[src/rtl/coolie_pkg.sv]
// Shared types, constants and trellis helpers for the coolie rate-1/2, K=3 (7/5)
// hard-decision Viterbi frame decoder.
package coolie_pkg;

  localparam int NUM_SYM    = 5;
  localparam int NUM_STATES = 4;
  localparam int METRIC_W   = 5;
  localparam int CNT_W      = 3;

  localparam logic [2:0] G0 = 3'b111;
  localparam logic [2:0] G1 = 3'b101;

  localparam logic [METRIC_W-1:0] METRIC_INIT_UNREACH = 5'd16;

  typedef enum logic [2:0] {
    IDLE      = 3'd0,
    INIT      = 3'd1,
    LOAD      = 3'd2,
    ACS       = 3'd3,
    TRACEBACK = 3'd4,
    DONE      = 3'd5
  } state_e;

  typedef logic [METRIC_W-1:0] metric_t;
  typedef logic [NUM_STATES-1:0][METRIC_W-1:0] metric_vec_t;

  // Encoder output for trellis state {s1,s0} driven by input bit u.
  function automatic logic [1:0] expected_sym(input logic [1:0] st, input logic u);
    logic [2:0] sr;
    sr = {u, st};
    return {^(sr & G0), ^(sr & G1)};
  endfunction

  function automatic logic [1:0] hamming2(input logic [1:0] a, input logic [1:0] b);
    logic [1:0] x;
    x = a ^ b;
    return {1'b0, x[1]} + {1'b0, x[0]};
  endfunction

endpackage

[src/rtl/coolie_acs_unit.sv]
// Combinational add-compare-select over the 4-state trellis for one received symbol.
module coolie_acs_unit
  import coolie_pkg::*;
(
  input  metric_vec_t             metric_in,
  input  logic [1:0]              rx_sym,
  output metric_vec_t             metric_out,
  output logic [NUM_STATES-1:0]   surv
);

  // New state (u,b) is reached from (b,0) or (b,1); ties keep (b,0).
  always_comb begin
    metric_out = '0;
    surv       = '0;
    for (int n = 0; n < NUM_STATES; n++) begin
      logic [1:0] ns;
      logic [1:0] p0;
      logic [1:0] p1;
      metric_t    c0;
      metric_t    c1;
      ns = 2'(n);
      p0 = {ns[0], 1'b0};
      p1 = {ns[0], 1'b1};
      c0 = metric_in[p0] + metric_t'(hamming2(rx_sym, expected_sym(p0, ns[1])));
      c1 = metric_in[p1] + metric_t'(hamming2(rx_sym, expected_sym(p1, ns[1])));
      if (c1 < c0) begin
        metric_out[n] = c1;
        surv[n]       = 1'b1;
      end else begin
        metric_out[n] = c0;
        surv[n]       = 1'b0;
      end
    end
  end

endmodule

[src/rtl/coolie_decoder.sv]
// Single-frame Viterbi decoder: loads NUM_SYM symbols, runs one ACS step per cycle,
// then traces back one step per cycle and holds results until reset.
module coolie_decoder
  import coolie_pkg::*;
(
  input  logic                   clk,
  input  logic                   rst,
  input  logic [1:0]             in_sym,
  input  logic                   in_valid,
  output logic [2*NUM_SYM-1:0]   recv_sym_out,
  output logic [2*NUM_SYM-1:0]   corrected_codeword,
  output logic [NUM_SYM-1:0]     decoded_bits,
  output logic                   done
);

  state_e                              state, state_d;
  logic [CNT_W-1:0]                    cnt_q, cnt_d;
  metric_vec_t                         metric_q, metric_d, acs_metric;
  logic [NUM_STATES-1:0]               acs_surv;
  logic [NUM_SYM-1:0][NUM_STATES-1:0]  surv_q, surv_d;
  logic [1:0]                          tb_state_q, tb_state_d;
  logic [2*NUM_SYM-1:0]                recv_q, recv_d;
  logic [2*NUM_SYM-1:0]                cw_acc_q, cw_acc_d, cw_q, cw_d;
  logic [NUM_SYM-1:0]                  dec_acc_q, dec_acc_d, dec_q, dec_d;
  logic                                done_q, done_d;
  logic [1:0]                          cur_sym;
  logic                                last_cnt;
  logic                                tb_u;
  logic [1:0]                          tb_prev;

  function automatic logic [1:0] best_state(input metric_vec_t m);
    logic [1:0] idx;
    metric_t    best;
    idx  = 2'd0;
    best = m[0];
    for (int i = 1; i < NUM_STATES; i++) begin
      if (m[i] < best) begin
        best = m[i];
        idx  = 2'(i);
      end else begin
        best = best;
      end
    end
    return idx;
  endfunction

  assign last_cnt = (cnt_q == CNT_W'(NUM_SYM - 1));

  coolie_acs_unit u_acs (
    .metric_in  (metric_q),
    .rx_sym     (cur_sym),
    .metric_out (acs_metric),
    .surv       (acs_surv)
  );

  // Symbol selected by the shared counter; symbol 0 sits in the top bits.
  always_comb begin
    cur_sym = 2'b00;
    for (int i = 0; i < NUM_SYM; i++) begin
      if (cnt_q == CNT_W'(i)) begin
        cur_sym = recv_q[2*(NUM_SYM-1-i) +: 2];
      end else begin
        cur_sym = cur_sym;
      end
    end
  end

  always_ff @(posedge clk) begin
    if (rst) begin
      state <= IDLE;
    end else begin
      state <= state_d;
    end
  end

  always_comb begin
    state_d = state;
    case (state)
      IDLE:      state_d = INIT;
      INIT:      state_d = LOAD;
      LOAD:      state_d = (in_valid && last_cnt) ? ACS : LOAD;
      ACS:       state_d = last_cnt ? TRACEBACK : ACS;
      TRACEBACK: state_d = (cnt_q == '0) ? DONE : TRACEBACK;
      DONE:      state_d = DONE;
      default:   state_d = IDLE;
    endcase
  end

  // Traceback walks from the final step to the first: the current state's s1 is the
  // decoded bit, and the survivor bit restores the predecessor's s0.
  assign tb_u    = tb_state_q[1];
  assign tb_prev = {tb_state_q[0], surv_q[cnt_q][tb_state_q]};

  always_comb begin
    cnt_d      = cnt_q;
    metric_d   = metric_q;
    surv_d     = surv_q;
    tb_state_d = tb_state_q;
    recv_d     = recv_q;
    cw_acc_d   = cw_acc_q;
    dec_acc_d  = dec_acc_q;
    cw_d       = cw_q;
    dec_d      = dec_q;
    case (state)
      IDLE: begin
        cnt_d = '0;
      end
      INIT: begin
        metric_d = {METRIC_INIT_UNREACH, METRIC_INIT_UNREACH, METRIC_INIT_UNREACH, metric_t'(0)};
        cnt_d    = '0;
      end
      LOAD: begin
        if (in_valid) begin
          for (int i = 0; i < NUM_SYM; i++) begin
            if (cnt_q == CNT_W'(i)) begin
              recv_d[2*(NUM_SYM-1-i) +: 2] = in_sym;
            end else begin
              recv_d = recv_d;
            end
          end
          cnt_d = last_cnt ? '0 : cnt_q + CNT_W'(1);
        end else begin
          cnt_d = cnt_q;
        end
      end
      ACS: begin
        metric_d        = acs_metric;
        surv_d[cnt_q]   = acs_surv;
        if (last_cnt) begin
          tb_state_d = best_state(acs_metric);
          cnt_d      = CNT_W'(NUM_SYM - 1);
        end else begin
          cnt_d = cnt_q + CNT_W'(1);
        end
      end
      TRACEBACK: begin
        for (int i = 0; i < NUM_SYM; i++) begin
          if (cnt_q == CNT_W'(i)) begin
            dec_acc_d[NUM_SYM-1-i]          = tb_u;
            cw_acc_d[2*(NUM_SYM-1-i) +: 2]  = expected_sym(tb_prev, tb_u);
          end else begin
            dec_acc_d = dec_acc_d;
          end
        end
        tb_state_d = tb_prev;
        if (cnt_q == '0) begin
          dec_d = dec_acc_d;
          cw_d  = cw_acc_d;
        end else begin
          cnt_d = cnt_q - CNT_W'(1);
        end
      end
      DONE: begin
        cnt_d = cnt_q;
      end
      default: begin
        cnt_d = '0;
      end
    endcase
  end

  assign done_d = (state_d == DONE);

  // Datapath and output registers.
  always_ff @(posedge clk) begin
    if (rst) begin
      cnt_q      <= '0;
      metric_q   <= '0;
      surv_q     <= '0;
      tb_state_q <= 2'b00;
      recv_q     <= '0;
      cw_acc_q   <= '0;
      dec_acc_q  <= '0;
      cw_q       <= '0;
      dec_q      <= '0;
      done_q     <= 1'b0;
    end else begin
      cnt_q      <= cnt_d;
      metric_q   <= metric_d;
      surv_q     <= surv_d;
      tb_state_q <= tb_state_d;
      recv_q     <= recv_d;
      cw_acc_q   <= cw_acc_d;
      dec_acc_q  <= dec_acc_d;
      cw_q       <= cw_d;
      dec_q      <= dec_d;
      done_q     <= done_d;
    end
  end

  assign recv_sym_out       = recv_q;
  assign corrected_codeword = cw_q;
  assign decoded_bits       = dec_q;
  assign done               = done_q;

endmodule

[config.mk]
export PLATFORM = sky130hd
export DESIGN_NAME = coolie_decoder
export DESIGN_NICKNAME = d
export VERILOG_FILES = /design/src/rtl/coolie_pkg.sv /design/src/rtl/coolie_acs_unit.sv /design/src/rtl/coolie_decoder.sv
export SDC_FILE = /design/constraint.sdc
export NUM_CORES = 1
export LEC_CHECK = 0
export BUFFER_PORTS_ARGS = -buffer_cell sky130_fd_sc_hd__buf_2
export CAP_MARGIN = 30
export CORE_ASPECT_RATIO = 0.9
export CORE_MARGIN = 3
export CORE_UTILIZATION = 40
export DETAILED_ROUTE_END_ITERATION = 12
export RECOVER_POWER = 25
export SYNTH_ARGS = -nofsm -noshare
export SYNTH_HDL_FRONTEND = slang
export SYNTH_HIERARCHICAL = 1
export SYNTH_SLANG_ARGS = --single-unit
[constraint.sdc]
create_clock -name clk -period 7.62 [get_ports clk]
set_clock_uncertainty 0.2 [all_clocks]
set_input_delay 1.143 -clock clk [delete_from_list [all_inputs] [get_ports clk]]
set_output_delay 1.143 -clock clk [all_outputs]
set_load 0.02 [all_outputs]
==> results of run 1 <==
[critical path, delay by kind of cell, from the launching register on]
kind / cells / cell delay, ns
compound gates: 18 / 2.95
fa+ha+maj: 8 / 2.01
simple gates: 5 / 0.83
buf+inv: 5 / 0.60
flops: 1 / 0.37
xor+xnor: 1 / 0.26
mux: 1 / 0.23
[routing by layer]
layer | track usage | routed length, µm | up-vias
met5 | 0 | 0 | -
met4 | 0.04921 | 323 | 0
met3 | 0.04392 | 716 | 26
met2 | 0.3029 | 7084 | 123
met1 | 0.2660 | 7521 | 2500
li1 | - | - | 2513
[per-stage QoR]
step | util | worst slack (ns) | hold slack (ns) | instances | total power, mW
global placement | 0.4528 | -0.1594 | 0.2382 | 878 | 0.8973
global route | 0.5257 | -0.1671 | 0.2726 | 929 | 1.606
finish | 0.5257 | 0.1061 | 0.2580 | 929 | 1.525
CTS | 0.4828 | 0.00004086 | 0.2592 | 906 | 1.412
floorplan | - | 0.03419 | 0.2312 | 672 | 0.8001
detailed placement | 0.4532 | -0.4002 | 0.2499 | 879 | 0.9092
[cell families (layout without fill, tap and decap cells)]
logic type	Yosys count	in the layout	synth area share
AND/OR/NAND/NOR	205	205	0.1628
XOR/XNOR	36	36	0.06368
multiplexers	49	49	0.08928
AO/OA/AOI/OAI	174	174	0.2101
buffers and inverters	66	134	0.05055
flip-flops	86	86	0.3011
adder cells (fa/ha/maj)	56	56	0.1225
[repair_timing]
action,CTS,global route
resized for setup,6,91
pin swaps,8,41
endpoints found under the setup margin,2,2
endpoints found under the hold margin,0,0
hold buffers,0,0
setup buffers,11,22
[flip-flops by register name, summed over array words and instances (netlist names)]
signal              count
corrected_codeword     10
surv_q                 20
cnt_q                   3
cw_acc_q                8
recv_sym_out           10
state                   3
tb_state_q              2
metric_q               20
decoded_bits            5
dec_acc_q               4
done                    1
[cell type report]
cell class | instances | area [µm²] | share of cell area
timing repair buffer | 91 | 593.1 | 0.08256
clock inverter | 5 | 56.30 | 0.007838
tap | 189 | 236.5 | 0.03292
inverter | 27 | 108.9 | 0.01515
multi-input combinational | 520 | 4207 | 0.5856
clock buffer | 11 | 252.7 | 0.03519
sequential | 86 | 1729 | 0.2407
[worst paths after layout]
path / end / slack, ns / depth (start not counted)
max: tb_state_q[0] / 0.11 / 38
min: corrected_codeword[1] / 0.26 / 2
max reg2reg: tb_state_q[0] / 0.11 / 38
min reg2reg: corrected_codeword[1] / 0.26 / 2
[power by group through the flow]
stage	clock network, mW	registers, mW	logic [mW]
floorplan	0	0.476	0.324
global placement	0	0.482	0.415
detailed placement	0	0.482	0.427
CTS	0.468	0.473	0.472
global route	0.487	0.476	0.643
finish	0.458	0.475	0.592
[cells in the final DEF, fill, tap and decap left out, drive strengths merged, types with 4 or more instances in the layout]
cell type,Yosys,layout
a22oi,21,21
nand2b,6,6
a31oi,6,6
a21boi,4,4
nand2,68,68
a31o,5,5
o21ai,27,27
a311oi,5,5
nor2,71,71
a211oi,11,11
ha,56,56
dfxtp,86,86
clkbuf,28,26
a22o,7,7
nor3,5,5
buf,11,76
mux2,10,10
nand3,24,24
mux2i,39,39
o31a,6,6
xor2,21,21
inv,27,28
xnor2,15,15
nand3b,5,5
nor2b,10,10
a21oi,55,55
o221a,4,4
==> results_dict.tcl, run 1 <==
set metrics [dict create \
    outcome "completed" \
    switching_share 0.3379 \
    clockBufferDepth 2 \
    crit_path_start "cnt_q[1]" \
    critPathSlowestCell "dfxtp_4" \
    crit_path_end_kind "flop" \
    portBuffers 30 \
    p_int_mw 1.010 \
    grt_pass1_vias 4925 \
    syn-num-nets 733 \
    max-slew-margin-rel 0.3719 \
    max_freq_mhz 133.1 \
    root_buffer "clkbuf_16" \
    gp_congestion 0.8667 \
    synth_top_cell_by_area "dfxtp_1" \
    synth_top_flop_cell "dfxtp_1" \
    power_switching_mw 0.5152 \
    dr_total_vias 5162 \
    min_period_ns 7.514 \
    via_per_inst 5.557 \
    start_util 0.4185 \
    cellLeakagePower_nw 2.904 \
    clkSinkCount 86 \
    die_area_um2 15770 \
    track_usage 0.1922 \
    row_count 40 \
    ir_worst_vdd_mv 0.1315 \
    fp.dieH_um 119.4 \
    ys_seq_elements 86 \
    io_pins 31 \
    cts_made_buffers 9 \
    clk_pin_slew_ns 0.07 \
    yosys.cell_count.top_type "dfxtp_1" \
    start_kind "flop" \
    drv_slew 0 \
    antenna_cells 0 \
    h-tree-depth 3 \
    r2r_start "cnt_q[1]" \
    nets 796 \
    wl_per_cell_um 16.84 \
    areaGrowthSynthToFinish_pct 25.62 \
    drive_gt1_frac 0.2703 \
    core_um2 13660 \
    ys_top_cells_by_count "86 x dfxtp_1, 71 x nor2_1, 67 x nand2_1" \
    synth-seq-area-share 0.3011 \
    grt_max_degree 76 \
    syn-cell-area_um2 5718 \
    ys_warn_count 6 \
    setup_tns_ns 0 \
    async_reset_ff_frac 0 \
    maxCapViolations 0 \
    synthCells 672 \
    worst_pin_slew_ns 0.9422 \
    cpPeakStageDelay_ns 0.37 \
    hold_violations 0 \
    synth_area_leaders "dfxtp_1 30%, ha_1 12%, mux2i_1 6.8%, nor2_1 4.7%, a21oi_1 4.6%" \
    cts_tree "done" \
    design_area_um2 7183 \
    holdCritPathClass "flop to flop" \
    dp_hpwl_um 10970 \
    synth.distinct_cells 67 \
    antenna_found_initial 0 \
    synth_edf_count 0 \
    combPwrFrac 0.388 \
    fill_cells 1255 \
    insertion_delay_ns 0.35 \
    crit_type "flop to flop" \
    post_synth.cell_area_avg_um2 8.509 \
    clockPowerShare 0.300 \
    drt_iter0_markers 436 \
    dpl_cell_area_um2 6192 \
    power_density_nw_per_um2 212.3 \
    finalCritPeriodShare 0.9861 \
    power_frac_seq 0.311 \
    drt-total-wl_um 15650 \
    cp.required_ns 7.72 \
    drt_pass1_iterations 4 \
    worstPathArrival_ns 7.61 \
    drcViolationCount 0 \
    setup_viol 0 \
    die_x_um 132.0 \
    synth_top_area_share 0.3011 \
    gr-total-overflow 0 \
    cp_max_fo 7 \
    grt_pass1_wl_um 24820 \
    hp-start "cw_acc_q[1]" \
    drtAntennaViolNets 0 \
]
(Power assumes the default switching activity.)
==> run 2, diff against run 1 <==
--- a/config.mk
+++ b/config.mk
@@ -5,6 +5,7 @@
 export SDC_FILE = /design/constraint.sdc
 export NUM_CORES = 1
 export LEC_CHECK = 0
+export ABC_AREA = 1
 export BUFFER_PORTS_ARGS = -buffer_cell sky130_fd_sc_hd__buf_2
 export CAP_MARGIN = 30
 export CORE_ASPECT_RATIO = 0.9
==> constraint.sdc (replaced) <==
create_clock -name clk -period 8.8 [get_ports clk]
set_clock_uncertainty 0.2 [all_clocks]
set_input_delay 1.32 -clock clk [delete_from_list [all_inputs] [get_ports clk]]
set_output_delay 1.32 -clock clk [all_outputs]
set_load 0.02 [all_outputs]
==> run 2 against run 1 <==
Effect of this change: the run now ends with max-capacitance violations, max-slew violations left; critical path type unchanged; largest power group unchanged; final area shrank 10%; non-clock buffer count shrank 57; routed wire length down 4.8%; die area rose by 1.9%; sequential share of layout area increased by 2.6 points; utilization shrank 7.0 points; sequential power down 11%; register-to-register slack better by 0.94 ns; combinational power up 91%; synthesized area grew 2.0%.
==> results_dict.tcl, run 2 <==
set metrics [dict create \
    critPathSlowestCell "dfxtp_1" \
    drv_slew 38 \
    design_area_um2 6456 \
    io_pins 31 \
    fp.dieH_um 120.6 \
    antenna_cells 0 \
    synth.distinct_cells 32 \
    portBuffers 30 \
    cts_tree "done" \
    whs_ns 0.2547 \
    nets 979 \
    finalCritPeriodShare 0.8813 \
    dpl_cell_area_um2 6161 \
    cts_setup_buffers 0 \
    setup_tns_ns 0 \
    r2r_start "cnt_q[1]" \
    drtAntennaViolNets 0 \
    row_count 41 \
    fill_cells 1524 \
    crit_path_end_kind "flop" \
    crit_type "flop to flop" \
    hold_violations 0 \
    cts_resized 0 \
    cp.required_ns 8.86 \
    worst_pin_slew_ns 1.884 \
    cts_made_buffers 9 \
    areaGrowthSynthToFinish_pct 10.68 \
    via_per_inst 4.950 \
    insertion_delay_ns 0.35 \
    fin_cells 1116 \
    max-slew-margin-rel -0.2561 \
    power_density_nw_per_um2 301.9 \
    drcViolationCount 0 \
    drt_pass1_iterations 5 \
    ys_top_cells_by_count "251 x nand2_1, 106 x nor2_1, 98 x inv_1" \
    ir_worst_vdd_mv 0.2148 \
    root_buffer "clkbuf_16" \
    crit_path_start "cnt_q[1]" \
    core_um2 14160 \
    cp_max_fo 11 \
    timing.rr.end "tb_state_q[1]" \
    drt_iter0_markers 397 \
    synthCells 893 \
    crit_end "tb_state_q[1]" \
    largest_registers "metric_q (20), surv_q (20)" \
    start_util 0.4120 \
    rrSetupSlack_ns 1.04 \
    async_reset_ff_frac 0 \
    wl_per_cell_um 13.35 \
    grt_pass1_vias 5067 \
    violations "max-capacitance violations, max-slew violations" \
    synth_top_area_share 0.2952 \
    grt_pass1_wl_um 24700 \
    ys_seq_elements 86 \
    reg2reg_depth 48 \
    synth_area_leaders "dfxtp_1 30%, nand2_1 16%, ha_1 12%, nor2_1 6.8%, o21ai_0 6.6%" \
    rsz0062_at_grt "false" \
    cp_common_cell "nand2_1" \
    synth_top_cell_by_area "dfxtp_1" \
    synth-seq-area-share 0.2952 \
    ys_warn_count 6 \
    gr-total-overflow 0 \
    cpPeakStageDelay_ns 0.38 \
    die_x_um 133.3 \
    start_kind "flop" \
    clkSinkCount 86 \
    drt-total-wl_um 14900 \
    cellLeakagePower_nw 2.996 \
    drive_gt1_frac 0.08017 \
    worstPathArrival_ns 7.81 \
    multi_input_area_um2 3627 \
    final_cell_mix "251 x nand2_1, 105 x nor2_1, 96 x inv_1" \
    synth_edf_count 0 \
    clockBufferDepth 2 \
    die_area_um2 16070 \
    dp_cells 1100 \
    hold_buffers 0 \
    setup_viol 0 \
    post-route-util 0.4560 \
    gp_congestion 0.8858 \
    post_synth.cell_area_avg_um2 6.532 \
    layout_commonest_cell "nand2_1" \
    dp_hpwl_um 11340 \
    clk_pin_slew_ns 0.07 \
    h-tree-depth 3 \
    grt_max_degree 38 \
    outcome "finished with violations" \
    synth_top_flop_cell "dfxtp_1" \
    track_usage 0.1875 \
    syn-cell-area_um2 5833 \
    dr_total_vias 5524 \
    max_freq_mhz 128.9 \
    maxCapViolations 1 \
    holdCritPathClass "flop to flop" \
    seq_area_um2 1723 \
    yosys.cell_count.top_type "nand2_1" \
    antenna_found_initial 0 \
    min_period_ns 7.755 \
    syn-num-nets 954 \
]
==> run 2: where the power goes <==
group          total [mW]  switching [mW]  internal [mW]
combinational        1.13           0.768          0.364
clock               0.396           0.173          0.223
sequential          0.421          0.0160          0.405
==> run 2: cell type report <==
type	count	share of cell area
Timing Repair Buffer	34	0.02326
Sequential cell	86	0.2669
Tap cell	193	0.03740
Multi-Input combinational cell	680	0.5618
Clock buffer	9	0.03488
Inverter	107	0.06279
Clock inverter	7	0.01298
==> run 2: kinds of logic (layout without fill, tap and decap cells) <==
family / count (synthesis) / count (layout) / synth area share
AND/OR/NAND/NOR: 458 / 458 / 0.3359
AO/OA/AOI/OAI: 150 / 150 / 0.1399
buffers and inverters: 127 / 157 / 0.08494
flip-flops: 86 / 86 / 0.2952
adder cells (fa/ha/maj): 56 / 56 / 0.1201
XOR/XNOR: 16 / 16 / 0.02402
==> run 2: per-stage QoR <==
| step | worst slack (ns) | total power [mW] |
|---|---|---|
| floorplan | 1.600 | 1.277 |
| global placement | 0.6204 | 1.534 |
| detailed placement | 0.3948 | 1.530 |
| CTS | 0.3570 | 1.931 |
| global route | 0.08036 | 2.155 |
| finish | 1.045 | 1.949 |
==> run 2: worst min-delay path by stage <==
stage	cells past startpoint	endpoint	start	slack, ns
after floorplan	2	dec_acc_q[1]	dec_acc_q[1]	0.22
after global placement	2	dec_acc_q[1]	dec_acc_q[1]	0.25
after detailed placement	2	dec_acc_q[1]	dec_acc_q[1]	0.25
after CTS	2	dec_acc_q[1]	dec_acc_q[1]	0.26
after global routing	2	corrected_codeword[1]	corrected_codeword[1]	0.29
final	2	dec_acc_q[1]	dec_acc_q[1]	0.25
==> run 2: critical path, delay by kind of cell (launching register included) <==
kind / cells / cell delay, ns
AOI/OAI and AO/OA: 11 / 1.87
adders and majority gates: 8 / 2.20
xor gates and xnor gates: 1 / 0.20
and+or+nand+nor: 20 / 1.86
buffers and inverters: 8 / 0.95
DFF: 1 / 0.38
==> run 2: metal layers <==
metal | vias up | track usage | part of all wire
met5 | - | 0 | 0
met4 | 0 | 0.05077 | 0.0091
met3 | 11 | 0.02953 | 0.047
met2 | 116 | 0.2795 | 0.40
met1 | 2463 | 0.2805 | 0.54
li1 | 2934 | - | -
==> run 3, diff against run 2 <==
==> constraint.sdc (replaced) <==
create_clock -name clk -period 7.5 [get_ports clk]
set_clock_uncertainty 0.2 [all_clocks]
set_input_delay 1.125 -clock clk [delete_from_list [all_inputs] [get_ports clk]]
set_output_delay 1.125 -clock clk [all_outputs]
set_load 0.02 [all_outputs]
==> run 3 against run 2 <==
Effect of this change: the flow now finishes without violations; first-iteration DRC count is 24% lower; die area stayed put; combinational power is 50% higher; critical path depth is 3 higher; maximum frequency is 12% higher; utilization is 2.8 points higher; final area is 6.0% higher; global-route usage is 0.67 points higher; critical path type unchanged; largest cell class unchanged; largest power group unchanged.
==> results_dict.tcl, run 3 (same netlist as run 2, synthesis figures left out) <==
set metrics [dict create \
    setup_viol 0 \
    gr-total-overflow 0 \
    die_area_um2 16070 \
    post-route-util 0.4836 \
    grt_max_degree 38 \
    outcome "completed" \
    drt_iter0_markers 301 \
    drive_gt1_frac 0.1392 \
    worst_pin_slew_ns 0.9914 \
    worstPathArrival_ns 7.03 \
    combPwrFrac 0.631 \
    io_pins 31 \
    maxCapViolations 0 \
    nets 1004 \
    drv_slew 0 \
    gp_congestion 0.8671 \
    power_switching_mw 1.293 \
    drtAntennaViolNets 0 \
    fill_cells 1513 \
    power_density_nw_per_um2 391.5 \
    switching_share 0.4823 \
    cellLeakagePower_nw 3.166 \
    antenna_found_initial 0 \
    drt-total-wl_um 15570 \
    hold_violations 0 \
    cts_made_buffers 9 \
    start_kind "flop" \
    dr_total_vias 5665 \
    portBuffers 30 \
    p_int_mw 1.387 \
    track_usage 0.1943 \
    crit_path_end_kind "flop" \
    crit_type "flop to flop" \
    h-tree-depth 3 \
    clkSinkCount 86 \
    max-slew-margin-rel 0.3384 \
    drt_pass1_iterations 5 \
    dpl_cell_area_um2 6274 \
    wl_per_cell_um 13.64 \
    clockBufferDepth 2 \
    cpPeakStageDelay_ns 0.34 \
    multi_input_area_um2 3824 \
    insertion_delay_ns 0.35 \
    fp.dieH_um 120.6 \
    start_util 0.4120 \
    antenna_cells 0 \
    via_per_inst 4.965 \
    finalCritPeriodShare 0.9260 \
    root_buffer "clkbuf_16" \
    design_area_um2 6847 \
    holdCritPathClass "flop to flop" \
    clk_pin_slew_ns 0.07 \
    clockPowerShare 0.184 \
    seq_area_um2 1728 \
    row_count 41 \
    largest_registers "metric_q (20), surv_q (20)" \
    critPathSlowestCell "dfxtp_2" \
    die_x_um 133.3 \
    rrSetupSlack_ns 0.55 \
    min_period_ns 6.945 \
    grt_pass1_wl_um 25360 \
    drcViolationCount 0 \
    cts_tree "done" \
    cp.required_ns 7.58 \
    dp_hpwl_um 11370 \
    cp_max_fo 7 \
    core_um2 14160 \
    cp_common_cell "nand2_1" \
    setup_tns_ns 0 \
    power_frac_seq 0.184 \
    areaGrowthSynthToFinish_pct 17.37 \
    final_cell_mix "243 x nand2_1, 104 x nor2_1, 94 x inv_1" \
    layout_commonest_cell "nand2_1" \
    grt_pass1_vias 5067 \
    max_freq_mhz 144.0 \
    ir_worst_vdd_mv 0.2697 \
]
## run 3: repair_timing
action | 4_1_cts | 5_1_grt
hold buffers | 0 | 0
endpoints found under the setup margin | 2 | 2
gates resized for setup | 2 | 56
gates cloned | 0 | 2
pin swaps | 0 | 14
setup buffers | 0 | 8
## run 3: metrics by stage
stage | hold slack, ns | setup slack [ns] | total power [mW] | cells
finish | 0.2591 | 0.5547 | 2.680 | 1141
global route | 0.2914 | -0.06249 | 2.944 | 1141
CTS | 0.2595 | 0.07939 | 2.374 | 1131
detailed placement | 0.2490 | -0.05540 | 1.857 | 1115
global placement | 0.2396 | 0.1093 | 1.860 | 1115
floorplan | 0.2246 | 0.2995 | 1.499 | 893
## run 3: worst paths after layout
path,start,to,depth (start not counted)
max,cnt_q[0],tb_state_q[1],51
min,dec_acc_q[1],dec_acc_q[1],2
max reg2reg,cnt_q[0],tb_state_q[1],51
min reg2reg,dec_acc_q[1],dec_acc_q[1],2
## run 3: per-layer routing
layer  wire (µm)  global-route usage  up-vias
met1        8287              0.2990     2567
li1            -                   -     2979
met2        6509              0.2808      111
met5           0                   0        -
met3         644             0.03453        8
met4         127             0.04370        0
## run 3: layout make-up
cell class	count	share of cell area
Tap cell	193	0.03527
Sequential cell	86	0.2524
Timing Repair Buffer	57	0.04733
Multi-Input combinational cell	682	0.5585
Clock buffer	11	0.03545
Clock inverter	5	0.01206
Inverter	107	0.05903
## run 3: worst max-delay path, delay by kind of cell (launching register included)
kind | cells | cell delay, ns
AO/OA/AOI/OAI | 9 | 1.44
XOR/XNOR | 1 | 0.20
buffers and inverters | 8 | 0.78
AND/OR/NAND/NOR | 26 | 2.21
adder cells (fa/ha/maj) | 7 | 1.67
flip-flops | 1 | 0.34
## run 3: power groups by stage
stage	clock network, mW	logic, mW	registers, mW
CTS	0.506	1.38	0.493
detailed placement	0	1.35	0.503
finish	0.494	1.69	0.494
global placement	0	1.36	0.503
floorplan	0	0.997	0.502
global route	0.525	1.92	0.497
